<file path="src/rtl/gp_div_unit_if.sv">
// Operand/result bundle between the GP register file stages and the divider.
interface gp_div_unit_if;
  logic        start;
  logic [1:0]  op;
  logic [31:0] operand_a;
  logic [31:0] operand_b;
  logic [4:0]  rd_idx;
  logic        kill;
  logic        busy;
  logic        result_valid;
  logic [4:0]  result_idx;
  logic [31:0] result_data;

  modport master (
    output start, op, operand_a, operand_b, rd_idx, kill,
    input  busy, result_valid, result_idx, result_data
  );

  modport slave (
    input  start, op, operand_a, operand_b, rd_idx, kill,
    output busy, result_valid, result_idx, result_data
  );
endinterface

</file>
<file path="src/rtl/gp_div_unit.sv">
// RV32M DIV/DIVU/REM/REMU: radix-2 restoring divider, one quotient bit per cycle,
// with a single-cycle path for divide-by-zero and signed overflow.
module gp_div_unit #(
  parameter int XLEN = 32
) (
  input logic          clk,
  input logic          rst,
  gp_div_unit_if.slave bus
);

  typedef enum logic [1:0] {IDLE = 2'd0, RUN = 2'd1, DONE = 2'd2} state_e;

  state_e            state_q;
  logic [4:0]        cnt_q;
  logic [1:0]        op_q;
  logic [4:0]        idx_q;
  logic              neg_q_q;
  logic              neg_r_q;
  logic [XLEN-1:0]   div_q;
  logic [XLEN-1:0]   rem_q;
  logic [XLEN-1:0]   quo_q;
  logic              valid_q;
  logic [4:0]        res_idx_q;
  logic [XLEN-1:0]   res_data_q;

  logic              is_signed, a_neg, b_neg, b_zero, ovf, fast;
  logic [XLEN-1:0]   a_mag, b_mag, fast_data;
  logic [XLEN:0]     shifted, diff;
  logic [XLEN-1:0]   rem_d, quo_d, q_fix, r_fix;

  // op[1] selects remainder, op[0] selects unsigned
  always_comb begin
    is_signed = ~bus.op[0];
    a_neg     = is_signed & bus.operand_a[XLEN-1];
    b_neg     = is_signed & bus.operand_b[XLEN-1];
    a_mag     = a_neg ? -bus.operand_a : bus.operand_a;
    b_mag     = b_neg ? -bus.operand_b : bus.operand_b;
    b_zero    = (bus.operand_b == '0);
    ovf       = is_signed && (bus.operand_a == {1'b1, {(XLEN-1){1'b0}}})
                          && (bus.operand_b == '1);
    fast      = b_zero | ovf;
    if (b_zero) fast_data = bus.op[1] ? bus.operand_a : '1;
    else        fast_data = bus.op[1] ? '0 : {1'b1, {(XLEN-1){1'b0}}};

    // rem < divisor always holds, so the difference never needs a 34th bit
    shifted = {rem_q, quo_q[XLEN-1]};
    diff    = shifted - {1'b0, div_q};
    if (!diff[XLEN]) begin
      rem_d = diff[XLEN-1:0];
      quo_d = {quo_q[XLEN-2:0], 1'b1};
    end else begin
      rem_d = shifted[XLEN-1:0];
      quo_d = {quo_q[XLEN-2:0], 1'b0};
    end
    q_fix = neg_q_q ? -quo_d : quo_d;
    r_fix = neg_r_q ? -rem_d : rem_d;
  end

  always_ff @(posedge clk or posedge rst) begin
    if (rst) begin
      state_q    <= IDLE;
      cnt_q      <= '0;
      op_q       <= '0;
      idx_q      <= '0;
      neg_q_q    <= 1'b0;
      neg_r_q    <= 1'b0;
      div_q      <= '0;
      rem_q      <= '0;
      quo_q      <= '0;
      valid_q    <= 1'b0;
      res_idx_q  <= '0;
      res_data_q <= '0;
    end else begin
      case (state_q)
        IDLE: begin
          valid_q <= 1'b0;
          if (bus.start && !bus.kill) begin
            op_q    <= bus.op;
            idx_q   <= bus.rd_idx;
            neg_q_q <= a_neg ^ b_neg;
            neg_r_q <= a_neg;
            div_q   <= b_mag;
            if (fast) begin
              res_data_q <= fast_data;
              res_idx_q  <= bus.rd_idx;
              valid_q    <= 1'b1;
              state_q    <= DONE;
            end else begin
              cnt_q   <= '0;
              rem_q   <= '0;
              quo_q   <= a_mag;
              state_q <= RUN;
            end
          end
        end
        RUN: begin
          if (bus.kill) begin
            state_q <= IDLE;
          end else begin
            rem_q <= rem_d;
            quo_q <= quo_d;
            cnt_q <= cnt_q + 5'd1;
            if (cnt_q == 5'd31) begin
              res_data_q <= op_q[1] ? r_fix : q_fix;
              res_idx_q  <= idx_q;
              valid_q    <= 1'b1;
              state_q    <= DONE;
            end
          end
        end
        DONE: begin
          valid_q <= 1'b0;
          state_q <= IDLE;
        end
        default: state_q <= IDLE;
      endcase
    end
  end

  assign bus.busy         = (state_q != IDLE);
  assign bus.result_valid = valid_q;
  assign bus.result_idx   = res_idx_q;
  assign bus.result_data  = res_data_q;

endmodule

</file>
<file path="src/flat_wrapper.sv">
// flat-port wrapper written by rule: the top's interface ports become plain ports
module gp_div_unit_flat 
#(
  parameter int XLEN = 32
)
  (clk, rst, bus_start, bus_op, bus_operand_a, bus_operand_b, bus_rd_idx, bus_kill, bus_busy, bus_result_valid, bus_result_idx, bus_result_data);
  gp_div_unit_if bus_i ();
  input logic clk;
  input logic rst;
  input wire logic [$bits(bus_i.start)-1:0] bus_start;
  input wire logic [$bits(bus_i.op)-1:0] bus_op;
  input wire logic [$bits(bus_i.operand_a)-1:0] bus_operand_a;
  input wire logic [$bits(bus_i.operand_b)-1:0] bus_operand_b;
  input wire logic [$bits(bus_i.rd_idx)-1:0] bus_rd_idx;
  input wire logic [$bits(bus_i.kill)-1:0] bus_kill;
  output wire logic [$bits(bus_i.busy)-1:0] bus_busy;
  output wire logic [$bits(bus_i.result_valid)-1:0] bus_result_valid;
  output wire logic [$bits(bus_i.result_idx)-1:0] bus_result_idx;
  output wire logic [$bits(bus_i.result_data)-1:0] bus_result_data;
  assign bus_i.start = bus_start;
  assign bus_i.op = bus_op;
  assign bus_i.operand_a = bus_operand_a;
  assign bus_i.operand_b = bus_operand_b;
  assign bus_i.rd_idx = bus_rd_idx;
  assign bus_i.kill = bus_kill;
  assign bus_busy = bus_i.busy;
  assign bus_result_valid = bus_i.result_valid;
  assign bus_result_idx = bus_i.result_idx;
  assign bus_result_data = bus_i.result_data;
  gp_div_unit #(.XLEN(XLEN)) u_core (.clk(clk), .rst(rst), .bus(bus_i));
endmodule
</file>
<file path="config.mk">
export PLATFORM = sky130hd
export DESIGN_NAME = gp_div_unit_flat
export DESIGN_NICKNAME = d
export VERILOG_FILES = /design/src/rtl/gp_div_unit_if.sv /design/src/rtl/gp_div_unit.sv /design/src/flat_wrapper.sv
export SDC_FILE = /design/constraint.sdc
export NUM_CORES = 1
export LEC_CHECK = 0
export CELL_PAD_IN_SITES_DETAIL_PLACEMENT = 1
export CELL_PAD_IN_SITES_GLOBAL_PLACEMENT = 2
export CORE_ASPECT_RATIO = 1.75
export CORE_MARGIN = 1.5
export CORE_UTILIZATION = 32
export CTS_CLUSTER_SIZE = 30
export DETAILED_ROUTE_END_ITERATION = 8
export PLACE_DENSITY_LB_ADDON = 0.1
export SLEW_MARGIN = 20
export SYNTH_ARGS = -nofsm -noshare
export SYNTH_HDL_FRONTEND = slang
export SYNTH_SLANG_ARGS = --single-unit
</file>
<file path="constraint.sdc">
create_clock -name clk -period 4.7 [get_ports clk]
set_input_delay 0.94 -clock clk [delete_from_list [all_inputs] [get_ports clk]]
set_output_delay 0.94 -clock clk [all_outputs]
set_load 0.05 [all_outputs]
</file>
==> run summary <==
STA puts the critical path data required time at 5030 ps. The via count of the first global-routing pass was 12900; the die area was 0.0397 mm2. The path type of the worst setup path is reg2reg.

The startpoint identified for the worst hold timing path is u_core.div_q[17]. Traced cell by cell, the critical path runs through ha_1 > a21oi_2 > o21ai_1 > a221o_1 > or3_1 > o211a_2 > inv_4 > ha_2 > or3b_2 > or3_4 > or2_4 > nand2b_4 > o31ai_4 > xor2_1 > o221ai_1 > o21ai_1 > o21ai_1. In this run, synthesis produced a sequential element count of 149. After technology mapping, the gate count stands at 1552.

Number of hold violations in the final report: 0. The type of destination of the critical path was a flip-flop. For the final worst clock skew, the log shows 13.3 ps.

The flow ran to the end, and the final reports show no timing, DRC or antenna violations. The worst-path cell with the longest stage delay was sky130_fd_sc_hd__or3b_2. Detailed routing inserted a total of 12200 vias.

The maximum fanout encountered on the critical timing path works out to 5. The filler cells instantiated in the layout total 4548. The share of synthesized flip-flops with an asynchronous set or reset works out to 100%. Among the stages of the critical path, the cell type that occurs most often is sky130_fd_sc_hd__o21ai_1. The logs give 0.0145 mm2 for the placed cell area and 0 for the reported max-cap violation count.

With fillers left out, the area of the finished cells amounts to 0.0153 mm2. The initial cell density of the core came out at 32.3%. The number of antenna diodes in the final layout is 0. Using the TritonRoute via totals, the vias-per-cell ratio works out to 5.55.

For the pin with the worst max-slew slack, the measured transition is 1120 ps. The delay of the slowest cell on the worst path is 460 ps. For hold timing, the worst endpoint is u_core.div_q[17]. The number of cells traversed by the worst register-to-register path was 17.

The path category of the worst min-delay check is reg2reg. The share of the clock period used by the worst path came out at 98.5%. The maximum clock frequency was 216 MHz. TritonCTS built the clock tree. The worst-case headroom to the max-slew limit is 25.4%, and the core area is 0.0382 mm2. The maximum number of pins on one net before global-route repair was 150.

The logs give 0 for the total of endpoints with negative setup slack in the final report and 24.4% for the total routing resource utilization after global routing. The synthesis-to-layout area growth works out to 23.9%. The first-pass GRT wire length was 74000 um; the number of buffers created by CTS was 17.

The count of nets left with antenna violations once routing finished came out at 0. The clock passes through at most 2 buffers. The post-synthesis area per instance is 7.94 um2, and the level count of the clock H-tree is 4. The startpoint of the most critical register-to-register path was u_core.rem_q[24].

The die is 151 um wide. After the first detailed-routing iteration, the DRC count stood at 412. In the final layout, the share of cells above drive strength 1 is 12.3%. STA classifies the critical path startpoint as a flip-flop. For the worst setup path, the data arrival time is 4960 ps. The CTS root buffer was sky130_fd_sc_hd__clkbuf_16. Global routing finished with a remaining overflow of 0. The final RePlAce weighted congestion came out at 0.834. The Yosys step of the flow raised 0 warnings. After detailed routing, the number of remaining DRC violations is 0.

Measured on the finished design, the core utilization comes to 40.0%. The number of different library cells used by synthesis comes to 89. Port buffering added 113 buffers. In this run the vertical extent of the chip is 263 um.

The post-CTS clock slew at the launch and capture registers of the worst setup and hold paths is 70 ps, and the final wirelength is 46900 um. The endpoint identified for the worst register-to-register timing path is u_core.bus.result_data[28]. The most used flip-flop cell after synthesis is sky130_fd_sc_hd__dfrtp_1.

The estimated wirelength of the detail-placed design was 36700 um; the number of antenna violations at the first check in global routing was 1. The clock sink total came out at 149. Counting every net in the synthesized netlist gives 1670. Subtracting the final worst setup slack from the clock period gives 4630 ps.

The cell area that synthesis handed to floorplanning was 0.0123 mm2. The number of ports placed on the die boundary was 114. The final routed wire length divided by cell count is 21.3 um, and the total count of max-transition violations in the final report is 0.

The worst hold path was traced through 2 stages. The first detailed-routing pass took 4 iterations. The clock insertion delay at the later pin of the skew report is 450 ps, and the net total in the final layout is 1819. Number of enable flip-flop cells after synthesis: 0.

The reg-to-reg setup timing slack is 70 ps. The row count is 95, and the sequential cell area fraction in the yosys report is 30.3%.
per-layer routing:
| metal | wire length, um | part of all wire, % | global-route usage (%) | up-vias |
|---|---|---|---|---|
| li1 | - | - | - | 5915 |
| met5 | 0 | 0 | 0 | - |
| met2 | 25400 | 54 | 45.1 | 166 |
| met4 | 1600 | 3.4 | 9.21 | 0 |
| met1 | 18900 | 40 | 28.0 | 6057 |
| met3 | 931 | 2.0 | 2.48 | 65 |
worst max-delay path by stage:
stage | endpoint | slack [ps] | start
2_1_floorplan | u_core.bus.result_data[28] | -60 | u_core.rem_q[24]
3_3_place_gp | u_core.bus.result_data[20] | -180 | u_core.rem_q[10]
3_5_place_dp | u_core.bus.result_data[20] | -270 | u_core.rem_q[10]
4_1_cts | u_core.bus.result_data[20] | 0.6 | u_core.rem_q[24]
6_report | u_core.bus.result_data[28] | 70 | u_core.rem_q[24]
5_1_grt | u_core.bus.result_data[28] | -40 | u_core.rem_q[11]
state kept, by name, summed over array words and instances, names as in the netlist:
signal	count
u_core.quo_q	32
u_core.bus.result_idx	5
u_core.rem_q	32
u_core.state_q	2
u_core.op_q	1
u_core.cnt_q	5
u_core.idx_q	5
u_core.bus.result_valid	1
u_core.bus.result_data	32
u_core.neg_q_q	1
u_core.div_q	32
u_core.neg_r_q	1
through the flow:
step                worst slack [ps]  setup TNS (ps)  hold slack [ps]  cells
CTS                            0.612               0              495   2199
finish                          69.2               0              486   2199
global route                   -44.1           -44.1              524   2199
floorplan                      -62.6           -62.6              445   1552
global placement                -178            -598              459   2166
detailed placement              -269           -1110              473   2166
area by class of cell:
cell class              instances  area, um2  area share (%)
clock buffers                  19        453            2.97
flip-flops and latches        149       3730            24.4
well taps                     485        607            3.97
multi-input cells            1249       8070            52.9
clock inverters                13        148           0.967
repair buffers                221       2020            13.2
inverters                      63        243            1.59
cells in the final DEF, fill, tap and decap left out, types with 10 or more instances in the layout:
cell / n
sky130_fd_sc_hd__a211oi_1: 11
sky130_fd_sc_hd__buf_4: 102
sky130_fd_sc_hd__mux2_2: 13
sky130_fd_sc_hd__o21ai_1: 23
sky130_fd_sc_hd__nand2b_1: 24
sky130_fd_sc_hd__ha_1: 35
sky130_fd_sc_hd__o41ai_1: 13
sky130_fd_sc_hd__a21oi_1: 110
sky130_fd_sc_hd__nor2_1: 141
sky130_fd_sc_hd__nand4_1: 24
sky130_fd_sc_hd__or3_1: 17
sky130_fd_sc_hd__o21ai_0: 162
sky130_fd_sc_hd__dfrtp_1: 149
sky130_fd_sc_hd__a31oi_1: 21
sky130_fd_sc_hd__a221o_1: 10
sky130_fd_sc_hd__a21o_1: 10
sky130_fd_sc_hd__inv_1: 61
sky130_fd_sc_hd__nor3_1: 28
sky130_fd_sc_hd__xnor2_1: 62
sky130_fd_sc_hd__mux2i_1: 35
sky130_fd_sc_hd__nand3_1: 20
sky130_fd_sc_hd__nor2b_1: 10
sky130_fd_sc_hd__xor2_1: 68
sky130_fd_sc_hd__o211ai_1: 17
sky130_fd_sc_hd__or4_1: 15
sky130_fd_sc_hd__clkdlybuf4s50_1: 113
sky130_fd_sc_hd__nor4_1: 13
sky130_fd_sc_hd__clkbuf_16: 17
sky130_fd_sc_hd__nand2_1: 173
sky130_fd_sc_hd__o21a_1: 10
sky130_fd_sc_hd__a22o_1: 11
sky130_fd_sc_hd__o31ai_1: 32
timing repair:
action,in CTS,in global routing
endpoints found under the hold margin,0,0
pin swaps,3,9
gates cloned,0,0
resized for setup,6,23
setup endpoints to repair,7,7
setup buffers,1,0
hold buffers,0,0
worst max-delay path: cells and delay by family (launching register included):
kind | cells | cell delay [ps]
AOI/OAI and AO/OA | 8 | 1530
DFF | 1 | 420
buffers and inverters | 1 | 110
and+or+nand+nor | 5 | 1720
adders and majority gates | 2 | 520
xor gates and xnor gates | 1 | 210
logic make-up after synthesis:
| logic type | count (synthesis) | share of synthesized area [%] |
|---|---|---|
| and+or+nand+nor | 517 | 20.4 |
| AOI/OAI and AO/OA | 511 | 26.3 |
| buffers and inverters | 154 | 5.39 |
| DFF | 149 | 30.3 |
| xor gates and xnor gates | 130 | 9.24 |
| muxes | 48 | 4.03 |
| adders and majority gates | 43 | 4.43 |
synth_stat cells (5+ instances only):
master                     number  share of area (%)
sky130_fd_sc_hd__nand2b_1      26                1.3
sky130_fd_sc_hd__nand4_1       24                1.2
sky130_fd_sc_hd__or2_2          6               0.30
sky130_fd_sc_hd__nor4_1        13               0.66
sky130_fd_sc_hd__xnor2_1       62                4.4
sky130_fd_sc_hd__ha_1          42                4.3
sky130_fd_sc_hd__a21o_1        11               0.67
sky130_fd_sc_hd__or3_1         18               0.91
sky130_fd_sc_hd__o22ai_1        8               0.41
sky130_fd_sc_hd__nor2_1       142                4.3
sky130_fd_sc_hd__a22o_1        11               0.78
sky130_fd_sc_hd__and2_1         8               0.41
sky130_fd_sc_hd__o21ai_0      167                6.8
sky130_fd_sc_hd__a41oi_1        6               0.43
sky130_fd_sc_hd__o211a_1        5               0.41
sky130_fd_sc_hd__buf_2         24               0.97
sky130_fd_sc_hd__xor2_1        68                4.8
sky130_fd_sc_hd__or4_1         15               0.91
sky130_fd_sc_hd__nand3_1       20               0.81
sky130_fd_sc_hd__o211ai_1      17                1.0
sky130_fd_sc_hd__inv_1         63                1.9
sky130_fd_sc_hd__and4_1         5               0.36
sky130_fd_sc_hd__dfrtp_1      149                 30
sky130_fd_sc_hd__o21ai_1       18               0.73
sky130_fd_sc_hd__o41ai_1       13               0.92
sky130_fd_sc_hd__o21a_1        10               0.61
sky130_fd_sc_hd__nor3_1        28                1.1
sky130_fd_sc_hd__a221o_1       10               0.81
sky130_fd_sc_hd__mux2i_1       35                2.8
sky130_fd_sc_hd__buf_4         10               0.61
sky130_fd_sc_hd__a31oi_1       21                1.1
sky130_fd_sc_hd__nor2b_1       10               0.51
sky130_fd_sc_hd__a21boi_0       5               0.30
sky130_fd_sc_hd__nand2_1      174                5.3
sky130_fd_sc_hd__buf_1          5               0.15
sky130_fd_sc_hd__a21oi_1      116                4.7
sky130_fd_sc_hd__o31ai_1       35                2.1
sky130_fd_sc_hd__clkbuf_1      47                1.4
sky130_fd_sc_hd__a211oi_1      11               0.67
sky130_fd_sc_hd__mux2_2        13                1.2
Power is left out: the tool's default activity adds up to more than one toggle a clock period on the data nets, which glitch-free logic cannot reach.
